`src/rtl/spi_uc_pkg.sv`:
```
// spi_uc_pkg: shared word width, FSM state encoding and SPI mode constants for the SPI slave.
package spi_uc_pkg;
    localparam int DEF_OUT_BITS = 16;
    typedef logic [1:0] state_t;
    localparam state_t ST_WAIT_CS_HIGH = 2'd0;
    localparam state_t ST_IDLE         = 2'd1;
    localparam state_t ST_SHIFT        = 2'd2;
    localparam logic SPI_CPOL = 1'b0;
    localparam logic SPI_CPHA = 1'b0;
endpackage

```
`src/rtl/spi_sync_edge.sv`:
```
// spi_sync_edge: 2-FF synchroniser for an asynchronous pin plus one-cycle rise/fall pulses.
module spi_sync_edge (
    input  logic SYS_CLK,
    input  logic RST,
    input  logic i_d,
    output logic o_q,
    output logic o_rise,
    output logic o_fall
);
    logic r_s1, r_s2, r_s3;
    always_ff @(posedge SYS_CLK) begin
        if (RST) begin
            r_s1 <= 1'b0;
            r_s2 <= 1'b0;
            r_s3 <= 1'b0;
        end else begin
            r_s1 <= i_d;
            r_s2 <= r_s1;
            r_s3 <= r_s2;
        end
    end
    assign o_q    = r_s2;
    assign o_rise = r_s2 & ~r_s3;
    assign o_fall = ~r_s2 & r_s3;
endmodule

```
`src/rtl/spi_slave_uc.sv`:
```
// spi_slave_uc: mode-0 MSB-first SPI slave, oversampled in the SYS_CLK domain.
// Optional sticky overrun detection with `SPI_SLAVE_OVERRUN_EN.
module spi_slave_uc
    import spi_uc_pkg::*;
#(
    parameter int outBits = DEF_OUT_BITS
) (
    input  logic               SYS_CLK,
    input  logic               RST,
    input  logic               SCK,
    input  logic               CSbar,
    input  logic               MOSI,
    output logic               MISO,
    output logic               MISO_OE,
    input  logic [outBits-1:0] DATA_TX,
    output logic               TX_LOAD,
    output logic [outBits-1:0] DATA_RX,
    output logic               DATA_VALID,
    output logic               BUSY,
    output logic               OVERRUN,
    input  logic               RX_ACK
);
    localparam int CW = $clog2(outBits + 1);
    logic w_unused_sck, w_sck_rise, w_sck_fall;
    logic w_cs, w_cs_rise, w_cs_fall, w_done;
    logic r_mosi1, r_mosi2;
    state_t r_state;
    logic [CW-1:0] r_bit_cnt;
    logic [outBits-1:0] r_rx_sr, r_tx_sr;

    spi_sync_edge u_sck (
        .SYS_CLK(SYS_CLK), .RST(RST), .i_d(SCK),
        .o_q(w_unused_sck), .o_rise(w_sck_rise), .o_fall(w_sck_fall)
    );
    spi_sync_edge u_cs (
        .SYS_CLK(SYS_CLK), .RST(RST), .i_d(CSbar),
        .o_q(w_cs), .o_rise(w_cs_rise), .o_fall(w_cs_fall)
    );

    always_ff @(posedge SYS_CLK) begin
        if (RST) begin
            r_mosi1 <= 1'b0;
            r_mosi2 <= 1'b0;
        end else begin
            r_mosi1 <= MOSI;
            r_mosi2 <= r_mosi1;
        end
    end

    assign w_done = r_bit_cnt == CW'(outBits);
    assign BUSY   = r_state == ST_SHIFT;

    // r_tx_sr holds the bits still to be driven after the current MISO bit.
    always_ff @(posedge SYS_CLK) begin
        if (RST) begin
            r_state    <= ST_WAIT_CS_HIGH;
            r_bit_cnt  <= '0;
            r_rx_sr    <= '0;
            r_tx_sr    <= '0;
            MISO       <= 1'b0;
            MISO_OE    <= 1'b0;
            TX_LOAD    <= 1'b0;
            DATA_RX    <= '0;
            DATA_VALID <= 1'b0;
        end else begin
            TX_LOAD    <= 1'b0;
            DATA_VALID <= 1'b0;
            if (w_done) begin
                DATA_RX    <= r_rx_sr;
                DATA_VALID <= 1'b1;
                r_bit_cnt  <= '0;
            end
            case (r_state)
                ST_WAIT_CS_HIGH: if (w_cs) r_state <= ST_IDLE;
                ST_IDLE: if (w_cs_fall) begin
                    r_state   <= ST_SHIFT;
                    r_tx_sr   <= DATA_TX << 1;
                    TX_LOAD   <= 1'b1;
                    r_bit_cnt <= '0;
                    MISO      <= DATA_TX[outBits-1];
                    MISO_OE   <= 1'b1;
                end
                ST_SHIFT: begin
                    if (w_done) begin
                        r_tx_sr <= DATA_TX;
                        TX_LOAD <= 1'b1;
                    end
                    if (w_sck_rise) begin
                        r_rx_sr   <= {r_rx_sr[outBits-2:0], r_mosi2};
                        r_bit_cnt <= r_bit_cnt + 1'b1;
                    end
                    if (w_sck_fall) begin
                        MISO    <= r_tx_sr[outBits-1];
                        r_tx_sr <= r_tx_sr << 1;
                    end
                    if (w_cs_rise) begin
                        r_state <= ST_IDLE;
                        MISO_OE <= 1'b0;
                        MISO    <= 1'b0;
                    end
                end
                default: r_state <= ST_WAIT_CS_HIGH;
            endcase
        end
    end

`ifdef SPI_SLAVE_OVERRUN_EN
    logic r_pending, r_overrun;
    always_ff @(posedge SYS_CLK) begin
        if (RST) begin
            r_pending <= 1'b0;
            r_overrun <= 1'b0;
        end else if (DATA_VALID) begin
            r_pending <= 1'b1;
            if (r_pending) r_overrun <= 1'b1;
        end else if (RX_ACK) begin
            r_pending <= 1'b0;
        end
    end
    assign OVERRUN = r_overrun;
`else
    logic w_unused_ack;
    assign w_unused_ack = RX_ACK;
    assign OVERRUN      = 1'b0;
`endif
endmodule

```
`config.mk`:
```
export PLATFORM = sky130hd
export DESIGN_NAME = spi_slave_uc
export DESIGN_NICKNAME = d
export VERILOG_FILES = /design/src/rtl/spi_uc_pkg.sv /design/src/rtl/spi_sync_edge.sv /design/src/rtl/spi_slave_uc.sv
export SDC_FILE = /design/constraint.sdc
export NUM_CORES = 1
export LEC_CHECK = 0
export BUFFER_PORTS_ARGS = -buffer_cell sky130_fd_sc_hd__buf_2
export CORE_UTILIZATION = 45
export CTS_BUF_LIST = sky130_fd_sc_hd__clkbuf_8 sky130_fd_sc_hd__clkbuf_16
export CTS_CLUSTER_SIZE = 12
export DETAILED_ROUTE_END_ITERATION = 7
export PLACE_DENSITY = 0.61
export SYNTH_ARGS = -nofsm -noshare
export SYNTH_HDL_FRONTEND = slang
export SYNTH_HIERARCHICAL = 1
export SYNTH_SLANG_ARGS = --single-unit
```
`constraint.sdc`:
```
create_clock -name SYS_CLK -period 5 [get_ports SYS_CLK]
set_input_delay 0.75 -clock SYS_CLK [delete_from_list [all_inputs] [get_ports SYS_CLK]]
set_output_delay 0.75 -clock SYS_CLK [all_outputs]
set_load 0.01 [all_outputs]
```
[After elaboration in Yosys (flattened, before gate mapping)]
Index checks and enable logic that the tools add are counted.
Storage, ports and cells
  register bits: 67
  input port bits: 22
  output and inout bits: 22
  logic and storage cells: 63
Operators by class
  $add $sub $neg: 1
  equal/unequal tests: 8
  muxes and demuxes: 22
  bitwise operators: 8
  reduce and logical (&&, ||, !) cells: 7
Operator list (count)
  2-to-1 mux 16 bit: 3
  one-hot mux 16 bit (2 select lines): 1
  2-to-1 mux 5 bit: 3
  AND reduction 3 bit: 4
  one-hot mux 5 bit (2 select lines): 1
  2-to-1 mux 1 bit: 7
  2-to-1 mux 2 bit: 3
  != test 2 x 1 -> 1 bit (second input constant): 3
  != test 3 x 1 -> 1 bit (second input constant): 2
  one-hot mux 1 bit (2 select lines): 3
  one-hot mux 2 bit (3 select lines): 1
  adder 5 x 1 -> 5 bit (second input constant): 1
  equality test 5 bit (second input constant): 1
  AND 1 bit: 4
  inverter 1 bit: 4
  equality test 2 x 1 -> 1 bit (second input constant): 1
  equality test 2 bit (second input constant): 1
  logical NOT 2 bit: 1
  AND reduction 2 bit: 1
  nonzero test 2 bit: 1

[Depth between registers and ports, before layout]
  word-level depth: 5
  gate-level depth with buffers: 7
  mapped depth without buffers: 5

[By module]
The synthesis kept the hierarchy.
By module, submodules not included
  spi_slave_uc: instances 1, cells each 327, area an instance 2826.5 sq um, seq. area each 1221.2 sq um
  spi_sync_edge: instances 2, cells each 8, area an instance 91.3 sq um, seq. area each 60.1 sq um

[Worst setup path after synthesis]
Ideal clock, no wire load.
  path kind: register to register
  start: reg r_bit_cnt[0]
  end: reg r_tx_sr[10]
  setup time: 72 ps
  arrival: 1679 ps
  required time: 4928 ps
  setup slack: 3250 ps
  stages on the path, launching flop included: 8
  buffers on the path: 2
  period minus slack after synthesis: 1750 ps
  cells stage by stage: dfxtp_1 > inv_1 > ha_1 > nor4bb_1 > buf_6 > o311ai_4 > buf_8 > mux2i_1
On the way
  longest elaborated chain between the ends: 3
RTL lines
  from (decl): line spi_slave_uc.sv:28  | logic [CW-1:0] r_bit_cnt;
  from (signal assigned): line spi_slave_uc.sv:90  | r_bit_cnt <= r_bit_cnt + 1'b1;
  equality test 5 bit: line spi_slave_uc.sv:50  | assign w_done = r_bit_cnt == CW'(outBits);
  != test 3 x 1 -> 1 bit (no line)
  AND reduction 3 bit (no line)
  to (signal assigned): line spi_slave_uc.sv:77  | r_tx_sr <= DATA_TX << 1;
  to (signal assigned): line spi_slave_uc.sv:94  | r_tx_sr <= r_tx_sr << 1;
  to (decl): line spi_slave_uc.sv:29  | logic [outBits-1:0] r_rx_sr, r_tx_sr;
No other way between the ends.
A chain may end at the register's enable or synchronous reset.

[Final worst setup path]
  start: reg r_state[0]
  end: out BUSY
On the way
  longest elaborated chain between the ends: 1
RTL lines
  from (decl): line spi_slave_uc.sv:27  | state_t r_state;
  from (signal assigned): line spi_slave_uc.sv:56  | r_state <= ST_WAIT_CS_HIGH;
  from (signal assigned): line spi_slave_uc.sv:74  | ST_WAIT_CS_HIGH: if (w_cs) r_state <= ST_IDLE;
  from (signal assigned): line spi_slave_uc.sv:76  | r_state <= ST_SHIFT;
  equality test 2 bit: line spi_slave_uc.sv:51  | assign BUSY = r_state == ST_SHIFT;
  to (decl): line spi_slave_uc.sv:19  | output logic BUSY,
No other way between the ends.

==> qor.yml <==
fin_total_pwr_mw: 1.31
syn2layout_area_growth_pct: 14.3
avgSynthCellArea_um2: 8.77
overflow: 0
ctsResizeCount: 0
totalWireLength_mm: 5.68
fin_ws_ns: 2.72
gp_congestion: 0.774
setup_tns_ns: 0
maxSlewViolCount: 0
drtPass1Iterations: 4
register_area_um2: 1340
rsz0062_at_grt: "no"
cts_max_level: 3
antenna_cells: 0
place_hpwl_mm: 3.67
nFillCells: 627
vias: 2368
crit_path_start_kind: "flip-flop"
ys_seq_area_share_pct: 44.6
worstPathRequired_ns: 4.25
antenna_found_initial: 0
drc: 0
dieHeight_um: 83.8
clockRootBuffer: "clkbuf_8"
drv_cap: 0
cts_setup_buffers: 0
numCtsBuffers: 9
synth_cell_types: 39
crit_fanout: 42
final_nets: 403
leakagePower_nw: 1.39
clock-sinks: 67
rrSetupSlack_ns: 2.89
cp.arrival_ns: 1.53
synthCells: 343
initial_core_util_pct: 47.1
dp_slack_ns: 2.83
viasPerCell: 5.18
grt_pass1_vias: 2221
cts_tree: "done"
cts_hold_buf: 0
synth_warnings: 6
ir_drop_mv: 0.184
worst_path_largest_cell_delay_ns: 0.37
synth_seq_cells: 67
grt_pass1_wl_mm: 9.92
multi_input_area_um2: 1540
clockBufferDepth: 2
syn_area_um2: 3010
grt_usage_pct: 17.4
slew-limit-headroom_pct: 29.4
most-common-layout-cells: "71 x nand2_1, 67 x dfxtp_1, 41 x buf_2"
tightestPinTransition_ns: 1.06
drt_iter0_markers: 64
hold_path.class: "reg -> reg"
p_per_area_nw_per_um2: 379
final_common_cell: "nand2_1"
die_w_um: 83.8
io-pin-count: 44
hold_violations: 0
post-route-period-util_pct: 45.6
grt_start_max_net_pins: 51
fmax_ghz: 0.439
drive_above_1_share_pct: 17.4
fin_skew_ns: 0.00795
detail_route.wl_per_cell_um: 12.4
num_rows: 29
status: "completed"
clk_latency_ns: 0.34
cp_cell_sequence: "inv_1 -> ha_1 -> buf_4 -> buf_2"
finalCriticalPeriod_ns: 2.28
syn_nets: 371
utilization_pct: 53.9
slowest_stage: "buf_4"
coreArea_um2: 6390
ant_nets: 0
port_buffers: 41
path_class: "reg -> out"
final-setup-viol-count: 0
clk_pin_slew_ns: 0.07
die_area_um2: 7020
end_kind: "output pin"
==> power by group <==
group / internal, mW / switching, mW / total (mW) / leakage (nW)
Clock: 0.244 / 0.208 / 0.451 / 0.102
Combinational: 0.105 / 0.131 / 0.236 / 0.747
Sequential: 0.588 / 0.0300 / 0.618 / 0.543
Total: 0.937 / 0.368 / 1.31 / 1.39
==> cell families (layout without fill, tap and decap cells) <==
group | count (synthesis) | count (layout) | synth area share [%]
simple gates | 137 | 137 | 21.7
compound gates | 70 | 70 | 15.9
flops | 67 | 67 | 44.6
mux | 31 | 31 | 10.3
buf+inv | 31 | 68 | 4.91
fa+ha+maj | 6 | 6 | 2.49
other cells | 1 | 1 | 0.125
==> stage by stage <==
| stage | instances | instance area [µm²] | hold slack (ns) |
|---|---|---|---|
| 2_1_floorplan | 343 | 3010 | 0.414 |
| 3_3_place_gp | 441 | 3240 | 0.424 |
| 3_5_place_dp | 441 | 3240 | 0.423 |
| 4_1_cts | 457 | 3440 | 0.441 |
| 5_1_grt | 457 | 3440 | 0.460 |
| 6_report | 457 | 3440 | 0.437 |
==> flip-flops by register name, summed over array words and instances, names as in the netlist, 2 cells and up <==
name and flops:
DATA_RX 16, r_bit_cnt 5, r_state 2, r_tx_sr 16, r_rx_sr 16
==> synth_stat cells <==
cell type | instances | share of area [%]
nand2_1 | 71 | 8.9
dfxtp_1 | 67 | 45
a21oi_1 | 38 | 6.3
mux2i_1 | 31 | 10
nand2b_1 | 18 | 3.7
nor2b_1 | 18 | 3.7
nor2_1 | 17 | 2.1
a211o_1 | 15 | 4.4
clkbuf_1 | 12 | 1.5
inv_1 | 7 | 0.87
ha_1 | 6 | 2.5
buf_1 | 4 | 0.50
buf_2 | 4 | 0.67
a311oi_1 | 3 | 0.87
o31ai_1 | 3 | 0.75
buf_4 | 2 | 0.50
nand3_1 | 2 | 0.33
nand4_1 | 2 | 0.42
o311ai_0 | 2 | 0.58
o32ai_1 | 2 | 0.58
a22oi_1 | 1 | 0.25
a2bb2oi_1 | 1 | 0.29
a31oi_1 | 1 | 0.21
a41oi_1 | 1 | 0.29
and2_1 | 1 | 0.21
and3_1 | 1 | 0.21
and3b_1 | 1 | 0.29
buf_6 | 1 | 0.37
buf_8 | 1 | 0.50
conb_1 | 1 | 0.12
nand4bb_1 | 1 | 0.37
nor3_1 | 1 | 0.17
nor4bb_1 | 1 | 0.33
o21bai_1 | 1 | 0.25
o2bb2ai_1 | 1 | 0.29
o311ai_4 | 1 | 0.87
or3b_2 | 1 | 0.29
or4_1 | 1 | 0.25
or4b_2 | 1 | 0.33
==> path summary, 6_finish.rpt <==
| path | from | to | cells past startpoint |
|---|---|---|---|
| max | r_state[0]$_SDFFE_PP0P_ | BUSY | 4 |
| max reg2reg | r_bit_cnt[0]$_SDFF_PP0_ | r_tx_sr[13]$_SDFFE_PP0P_ | 5 |
| min reg2reg | r_mosi2$_SDFF_PP0_ | r_rx_sr[0]$_SDFFE_PP0P_ | 2 |
| min | r_mosi2$_SDFF_PP0_ | r_rx_sr[0]$_SDFFE_PP0P_ | 2 |
==> area by class of cell <==
| type | instances | share of cell area, % |
|---|---|---|
| clock buffers | 10 | 4.00 |
| multi-input cells | 245 | 44.7 |
| inverters | 7 | 0.764 |
| well taps | 77 | 2.80 |
| repair buffers | 45 | 6.84 |
| clock inverters | 6 | 1.89 |
| flip-flops and latches | 67 | 39.0 |
==> worst max-delay path: cells and delay by family (launching register included) <==
family                   cells  cell delay (ns)
adder cells (fa/ha/maj)      1             0.17
flip-flops                   1             0.35
buffers and inverters        3             0.67
==> routing by layer <==
metal / vias to the layer above / share of wire, % / global-route usage (%)
li1: 1238 / - / -
met1: 1068 / 49 / 22.2
met5: - / 0 / 0
met4: 0 / 2.1 / 8.32
met2: 52 / 45 / 28.0
met3: 10 / 3.9 / 3.66
Power figures use the tool's default switching activity.
